$ cat src/rtl/hilo_pkg.sv
// Shared types and constants for the HI/LO multiply/divide sequencer.
// Defines operation codes, FSM states and the MIPS funct encodings used by the decoder.
package hilo_pkg;

  typedef enum logic [2:0] {
    MD_MULT  = 3'd0,
    MD_MULTU = 3'd1,
    MD_DIV   = 3'd2,
    MD_DIVU  = 3'd3,
    MD_MTHI  = 3'd4,
    MD_MTLO  = 3'd5,
    MD_MADD  = 3'd6,
    MD_MSUB  = 3'd7
  } muldiv_op_t;

  typedef enum logic [1:0] {
    ST_IDLE = 2'd0,
    ST_MUL  = 2'd1,
    ST_DIV  = 2'd2,
    ST_FIX  = 2'd3
  } md_state_t;

  localparam logic [5:0] FUNCT_MULT  = 6'b011000;
  localparam logic [5:0] FUNCT_MULTU = 6'b011001;
  localparam logic [5:0] FUNCT_DIV   = 6'b011010;
  localparam logic [5:0] FUNCT_DIVU  = 6'b011011;
  localparam logic [5:0] FUNCT_MFHI  = 6'b010000;
  localparam logic [5:0] FUNCT_MTHI  = 6'b010001;
  localparam logic [5:0] FUNCT_MFLO  = 6'b010010;
  localparam logic [5:0] FUNCT_MTLO  = 6'b010011;

  // Magnitude of a 32-bit operand; 0x8000_0000 maps to itself, which the unsigned divider handles.
  function automatic logic [31:0] mag32(input logic [31:0] v, input logic is_signed);
    return (is_signed && v[31]) ? (~v + 32'd1) : v;
  endfunction

endpackage

$ cat src/rtl/hilo_muldiv_iter_divider.sv
// Unsigned 32-bit restoring divider: one quotient bit per cycle, 32 cycles after start.
// Sign handling and divide-by-zero policy live in the controller.
module iter_divider (
  input  logic        clk,
  input  logic        reset,
  input  logic        start,
  input  logic [31:0] dividend,
  input  logic [31:0] divisor,
  output logic [31:0] quotient,
  output logic [31:0] remainder,
  output logic        valid
);

  logic [31:0] rem_q;
  logic [31:0] quo_q;
  logic [31:0] dvs_q;
  logic [5:0]  cnt;
  logic [32:0] trial;
  logic        ge;
  logic [31:0] diff;

  // When trial >= divisor the true difference is below 2^32, so 32 bits suffice.
  assign trial = {rem_q, quo_q[31]};
  assign ge    = trial >= {1'b0, dvs_q};
  assign diff  = trial[31:0] - dvs_q;

  always_ff @(posedge clk) begin
    if (reset) begin
      rem_q <= '0;
      quo_q <= '0;
      dvs_q <= '0;
      cnt   <= '0;
      valid <= 1'b0;
    end else if (start) begin
      rem_q <= '0;
      quo_q <= dividend;
      dvs_q <= divisor;
      cnt   <= 6'd32;
      valid <= 1'b0;
    end else if (cnt != 6'd0) begin
      rem_q <= ge ? diff : trial[31:0];
      quo_q <= {quo_q[30:0], ge};
      cnt   <= cnt - 6'd1;
      if (cnt == 6'd1) valid <= 1'b1;
    end
  end

  assign quotient  = quo_q;
  assign remainder = rem_q;

endmodule

$ cat src/rtl/hilo_muldiv_ctrl.sv
// HI/LO owner and multi-cycle MUL/DIV sequencer; stalls the pipeline while busy.
// Optional HILO_MADD_EN adds MADD/MSUB accumulate into {HI,LO}.
//
// state   | meaning
// IDLE    | accepts start, MTHI/MTLO write immediately, serves MFHI/MFLO
// MUL     | product pending, cnt counts down to the write cycle
// DIV     | 32 divider iterations, cnt counts down to 0
// FIX     | apply signs / div-by-zero policy, write HI/LO, pulse done
module hilo_muldiv_ctrl
  import hilo_pkg::*;
#(
  parameter int MUL_LATENCY = 4,
  parameter int DIV_ITERS   = 32
) (
  input  logic        clk,
  input  logic        reset,
  input  logic        start,
  input  logic [2:0]  op,
  input  logic [31:0] src_a,
  input  logic [31:0] src_b,
  input  logic        flush,
  input  logic        mf_req,
  input  logic        mf_sel_hi,
  output logic [31:0] hilo_rd,
  output logic        stall,
  output logic        busy,
  output logic        done
);

  md_state_t   state, state_nx;
  muldiv_op_t  op_e;
  logic [5:0]  cnt;
  logic [31:0] hi, lo, a_q, b_q;
  logic        sgn_q;
  logic        op_ok, accept, is_mul_op, is_div_op, op_signed;
  logic        wr_mul, wr_div;
  logic [63:0] mul_a, mul_b, prod, mul_res;
  logic [31:0] quo, rem, q_fix, r_fix;
  logic        div_valid, div0;

  assign op_e = muldiv_op_t'(op);

`ifdef HILO_MADD_EN
  logic madd_q, msub_q;
  assign op_ok = 1'b1;
`else
  assign op_ok = (op_e != MD_MADD) && (op_e != MD_MSUB);
`endif

  assign is_mul_op = (op_e == MD_MULT) || (op_e == MD_MULTU) ||
                     (op_e == MD_MADD) || (op_e == MD_MSUB);
  assign is_div_op = (op_e == MD_DIV) || (op_e == MD_DIVU);
  assign op_signed = (op_e == MD_MULT) || (op_e == MD_DIV) ||
                     (op_e == MD_MADD) || (op_e == MD_MSUB);
  assign accept    = (state == ST_IDLE) && start && !flush && op_ok;
  assign busy      = (state != ST_IDLE);
  assign stall     = busy && (start || mf_req);

  always_ff @(posedge clk) begin
    if (reset) state <= ST_IDLE;
    else       state <= state_nx;
  end

  always_comb begin
    state_nx = state;
    done     = 1'b0;
    wr_mul   = 1'b0;
    wr_div   = 1'b0;
    case (state)
      ST_IDLE: begin
        if (accept && is_mul_op)      state_nx = ST_MUL;
        else if (accept && is_div_op) state_nx = ST_DIV;
      end
      ST_MUL: begin
        if (flush) state_nx = ST_IDLE;
        else if (cnt == 6'd0) begin
          state_nx = ST_IDLE;
          done     = !reset;
          wr_mul   = !reset;
        end
      end
      ST_DIV: begin
        if (flush)            state_nx = ST_IDLE;
        else if (cnt == 6'd0) state_nx = ST_FIX;
      end
      ST_FIX: begin
        state_nx = ST_IDLE;
        if (!flush && !reset && div_valid) begin
          done   = 1'b1;
          wr_div = 1'b1;
        end
      end
      default: state_nx = ST_IDLE;
    endcase
  end

  // Down-counter: loaded on accept, terminal count 0 marks the last MUL/DIV cycle.
  always_ff @(posedge clk) begin
    if (reset) cnt <= '0;
    else if (state == ST_IDLE) begin
      if (accept && is_mul_op)      cnt <= 6'(MUL_LATENCY - 1);
      else if (accept && is_div_op) cnt <= 6'(DIV_ITERS - 1);
      else                          cnt <= '0;
    end else if (cnt != 6'd0) cnt <= cnt - 6'd1;
  end

  assign mul_a = {{32{sgn_q & a_q[31]}}, a_q};
  assign mul_b = {{32{sgn_q & b_q[31]}}, b_q};
  assign prod  = mul_a * mul_b;

`ifdef HILO_MADD_EN
  assign mul_res = madd_q ? ({hi, lo} + prod) :
                   msub_q ? ({hi, lo} - prod) : prod;
`else
  assign mul_res = prod;
`endif

  iter_divider u_div (
    .clk      (clk),
    .reset    (reset),
    .start    (accept && is_div_op),
    .dividend (mag32(src_a, op_signed)),
    .divisor  (mag32(src_b, op_signed)),
    .quotient (quo),
    .remainder(rem),
    .valid    (div_valid)
  );

  assign div0  = (b_q == 32'd0);
  assign q_fix = (sgn_q && (a_q[31] ^ b_q[31])) ? (~quo + 32'd1) : quo;
  assign r_fix = (sgn_q && a_q[31]) ? (~rem + 32'd1) : rem;

  always_ff @(posedge clk) begin
    if (reset) begin
      hi    <= '0;
      lo    <= '0;
      a_q   <= '0;
      b_q   <= '0;
      sgn_q <= 1'b0;
`ifdef HILO_MADD_EN
      madd_q <= 1'b0;
      msub_q <= 1'b0;
`endif
    end else begin
      if (accept) begin
        a_q   <= src_a;
        b_q   <= src_b;
        sgn_q <= op_signed;
`ifdef HILO_MADD_EN
        madd_q <= (op_e == MD_MADD);
        msub_q <= (op_e == MD_MSUB);
`endif
        if (op_e == MD_MTHI) hi <= src_a;
        if (op_e == MD_MTLO) lo <= src_a;
      end
      if (wr_mul) {hi, lo} <= mul_res;
      // Divide by zero returns all-ones quotient and the original dividend.
      if (wr_div) begin
        lo <= div0 ? 32'hFFFF_FFFF : q_fix;
        hi <= div0 ? a_q : r_fix;
      end
    end
  end

  always_comb begin
    hilo_rd = '0;
    if (mf_req && !busy) begin
      if (accept && mf_sel_hi && (op_e == MD_MTHI))       hilo_rd = src_a;
      else if (accept && !mf_sel_hi && (op_e == MD_MTLO)) hilo_rd = src_a;
      else                                                hilo_rd = mf_sel_hi ? hi : lo;
    end
  end

endmodule

$ cat config.mk
export PLATFORM = sky130hd
export DESIGN_NAME = hilo_muldiv_ctrl
export DESIGN_NICKNAME = d
export VERILOG_FILES = /design/src/rtl/hilo_pkg.sv /design/src/rtl/hilo_muldiv_iter_divider.sv /design/src/rtl/hilo_muldiv_ctrl.sv
export SDC_FILE = /design/constraint.sdc
export NUM_CORES = 2
export LEC_CHECK = 0
export CAP_MARGIN = 40
export CORE_MARGIN = 2
export CORE_UTILIZATION = 45
export CTS_CLUSTER_DIAMETER = 80
export CTS_CLUSTER_SIZE = 8
export DETAILED_ROUTE_END_ITERATION = 12
export GPL_TIMING_DRIVEN = 0
export PLACE_DENSITY = 0.63
export SLEW_MARGIN = 10
export SYNTH_ARGS = -nofsm -noshare
export SYNTH_HDL_FRONTEND = slang
export SYNTH_SLANG_ARGS = --single-unit
$ cat constraint.sdc
create_clock -name clk -period 18.85 [get_ports clk]
set_input_delay 3.77 -clock clk [delete_from_list [all_inputs] [get_ports clk]]
set_output_delay 3.77 -clock clk [all_outputs]
set_load 0.05 [all_outputs]
==> results.yml <==
setup_path:
  ff2ff_path_depth: 29
  crit_type: "reg2reg"
  timing.critical_path.buf_inv: 10
  cp.depth: 29
  crit_top_cell: "fa_1"
  cp_top_family: "adder cells"
  ff2ff_setup_slack_ns: 7.91
  worstSetupEndpointType: "flip-flop"
  cp_data_required_time_ns: 19.23
  critPathMaxFanout: 10
  worst_r2r_startpoint: "a_q[31]"
  critPathArrivalTime_ns: 11.32
  max_stage_delay_ns: 1.03
  slowest_stage: "fa_1"
  crit_path_start: "a_q[31]"
  startpoint_type: "flip-flop"
  rr_endpoint: "hi[31]"
  endpoint: "hi[31]"
grt:
  grt.overflow.total: 0
  grt_max_degree: 18
  antenna_found_initial: 18
  grt_pass1_wl_um: 303000
  grt_usage_pct: 33.8
  first_global_vias: 46300
die:
  fp.dieW_um: 349
  die_y_um: 349
  start_util_pct: 45.3
  core_area_mm2: 0.118
  io_pins: 108
  dieArea_mm2: 0.122
  num_rows: 126
synth:
  synthArstFlopShare_pct: 0
  synth_seq_cells: 240
  synth_most_common_cell: "inv_1"
  synth_top_area_share_pct: 42.2
  ys_warn_count: 0
  synth.distinct_cells: 94
  synth.top_cells.by_area: "fa_1 (42%), dfxtp_1 (9.0%), inv_1 (8.4%)"
  synth-edff-count: 0
  synth_nets: 7789
  synth_common_cells: "inv_1 (1193), fa_1 (1126), nand2_1 (1068), clkbuf_1 (394), and2_1 (352)"
  synth.avg_cell_area_um2: 8.44
  synth_ff_type: "dfxtp_1"
  synth_area_mm2: 0.0535
  ys_seq_area_share_pct: 8.99
  synth.largest_area_cell: "fa_1"
  netlist_instances: 6338
route:
  drc: 0
  wl_per_cell_um: 25.3
  dr.pass1.iters: 6
  vias: 46000
  routed_wl_um: 205000
  drt_iter0_markers: 5117
  via_per_inst: 5.69
  drtAntennaViolNets: 0
layout:
  final_nets: 7986
  design_area_mm2: 0.0581
  fillerInstances: 11500
  multi_input_area_mm2: 0.0425
  syn2layout_area_growth_pct: 8.73
  drive_above_1_share_pct: 2.89
  regArea_mm2: 0.00480
sta:
  whs_ns: 0.450
  fin_skew_ns: 0.0137
  finalHoldViolCount: 0
  rsz0062_at_grt: "no"
  fin_crit_ns: 10.94
  setup_viol: 0
  tns_ns: 0
  worst_pin_slew_ns: 1.01
  period_share_pct: 58.0
  timing.final.max_slew_violations: 0
  max_freq_mhz: 91.4
  slew_headroom_pct: 32.9
clocking:
  hold_buffers: 0
  clk_path_buf_depth: 3
  cts_buffers: 35
  path_clk_slew_ns: 0.06
  htree_levels: 2
  root_buffer: "clkbuf_16"
  cts_setup_buffers: 0
  insertion_delay_ns: 0.54
  tritoncts: "built"
  ctsResizeCount: 0
  cts.sinks: 240
pwr:
  leakage_nw: 26.7
  ir_drop_uv: 75.2
  power_density_mw_per_mm2: 44.4
placed_design:
  gp_congestion: 1.01
  hpwl_um: 174000
  place_area_mm2: 0.0571
  port_buffers: 90
hold_path:
  hp-class: "reg2reg"
job:
  cap_violations: 0
outcome:
  outcome: "finished, final reports clean"
## kinds of logic (layout without fill, tap and decap cells)
group	Yosys count	count (layout)	share of synthesized area [%]
XOR/XNOR	217	217	3.55
buffers and inverters	1620	1818	11.5
other	0	9	0
adder cells (fa/ha/maj)	1378	1378	48.1
multiplexers	46	46	0.871
flip-flops	240	240	8.99
AO/OA/AOI/OAI	853	853	10.2
AND/OR/NAND/NOR	1984	1984	16.8
## placed cells by master, fill, tap and decap left out, types with 39 or more instances in the layout
master	count
o21ai_0	148
nand2_1	1068
fa_1	1125
a311oi_1	39
mux2i_1	45
a211oi_1	99
dfxtp_1	240
clkdlybuf4s50_1	90
nor2_1	294
ha_1	252
inv_1	1193
a21oi_1	309
nor3_1	58
and2_1	352
clkbuf_1	392
xor2_1	90
xnor2_1	127
a21o_1	45
buf_6	47
## registers in the layout, indices dropped and copies added (netlist names)
name             flops
u_div.dvs_q         32
cnt                  6
u_div.quotient      32
sgn_q                1
u_div.cnt            6
u_div.remainder     32
lo                  32
b_q                 32
hi                  32
a_q                 32
u_div.valid          1
state                2
## metrics by stage
stage          total power, mW  std cells  util, %  setup slack [ns]
2_1_floorplan             1.49       6338        -              9.24
3_3_place_gp              1.94       7964     47.7              7.70
3_5_place_dp              1.96       8030     48.5              8.04
4_1_cts                   2.54       8068     49.2              7.98
5_1_grt                   2.71       8075     49.3              7.60
6_report                  2.58       8081     49.3              7.91
## cell type report
| type | instances | area share (%) |
|---|---|---|
| Multi-Input combinational cell | 4478 | 73.1 |
| Sequential cell | 240 | 8.26 |
| Inverter | 1193 | 7.70 |
| Tap cell | 1536 | 3.31 |
| Timing Repair Buffer | 160 | 3.08 |
| Buffer | 427 | 2.90 |
| Clock buffer | 36 | 1.55 |
| Clock inverter | 2 | 0.0430 |
| Antenna cell | 9 | 0.0387 |
## power by group
part           leakage, nW  switching, mW  internal (mW)
clock                0.455          0.247          0.336
sequential            1.95         0.0795          0.559
combinational         24.3          0.899          0.463
## routing by layer
layer  GRT usage [%]  routed length (µm)  up-vias
met3            8.23               21900      611
met5               0                  97        -
li1                -                   -    19800
met2            51.7               89200     2496
met4            17.9               13800       12
met1            44.5               79500    23100
## worst min-delay path, cell delays in order (launching register included)
cell     delay [ns]
dfxtp_1        0.30
nand2_1        0.05
a21oi_1        0.05
## worst min path at each step
stage	from	end	slack, ns	depth (start not counted)
after floorplan	lo[0]	lo[0]	0.43	2
after global placement	lo[8]	lo[8]	0.44	2
after detailed placement	lo[7]	lo[7]	0.44	2
after CTS	lo[7]	lo[7]	0.45	2
after global routing	lo[30]	lo[30]	0.46	2
final	u_div.dvs_q[30]	u_div.dvs_q[30]	0.45	2
No activity file was read; power rests on OpenSTA's default activity.
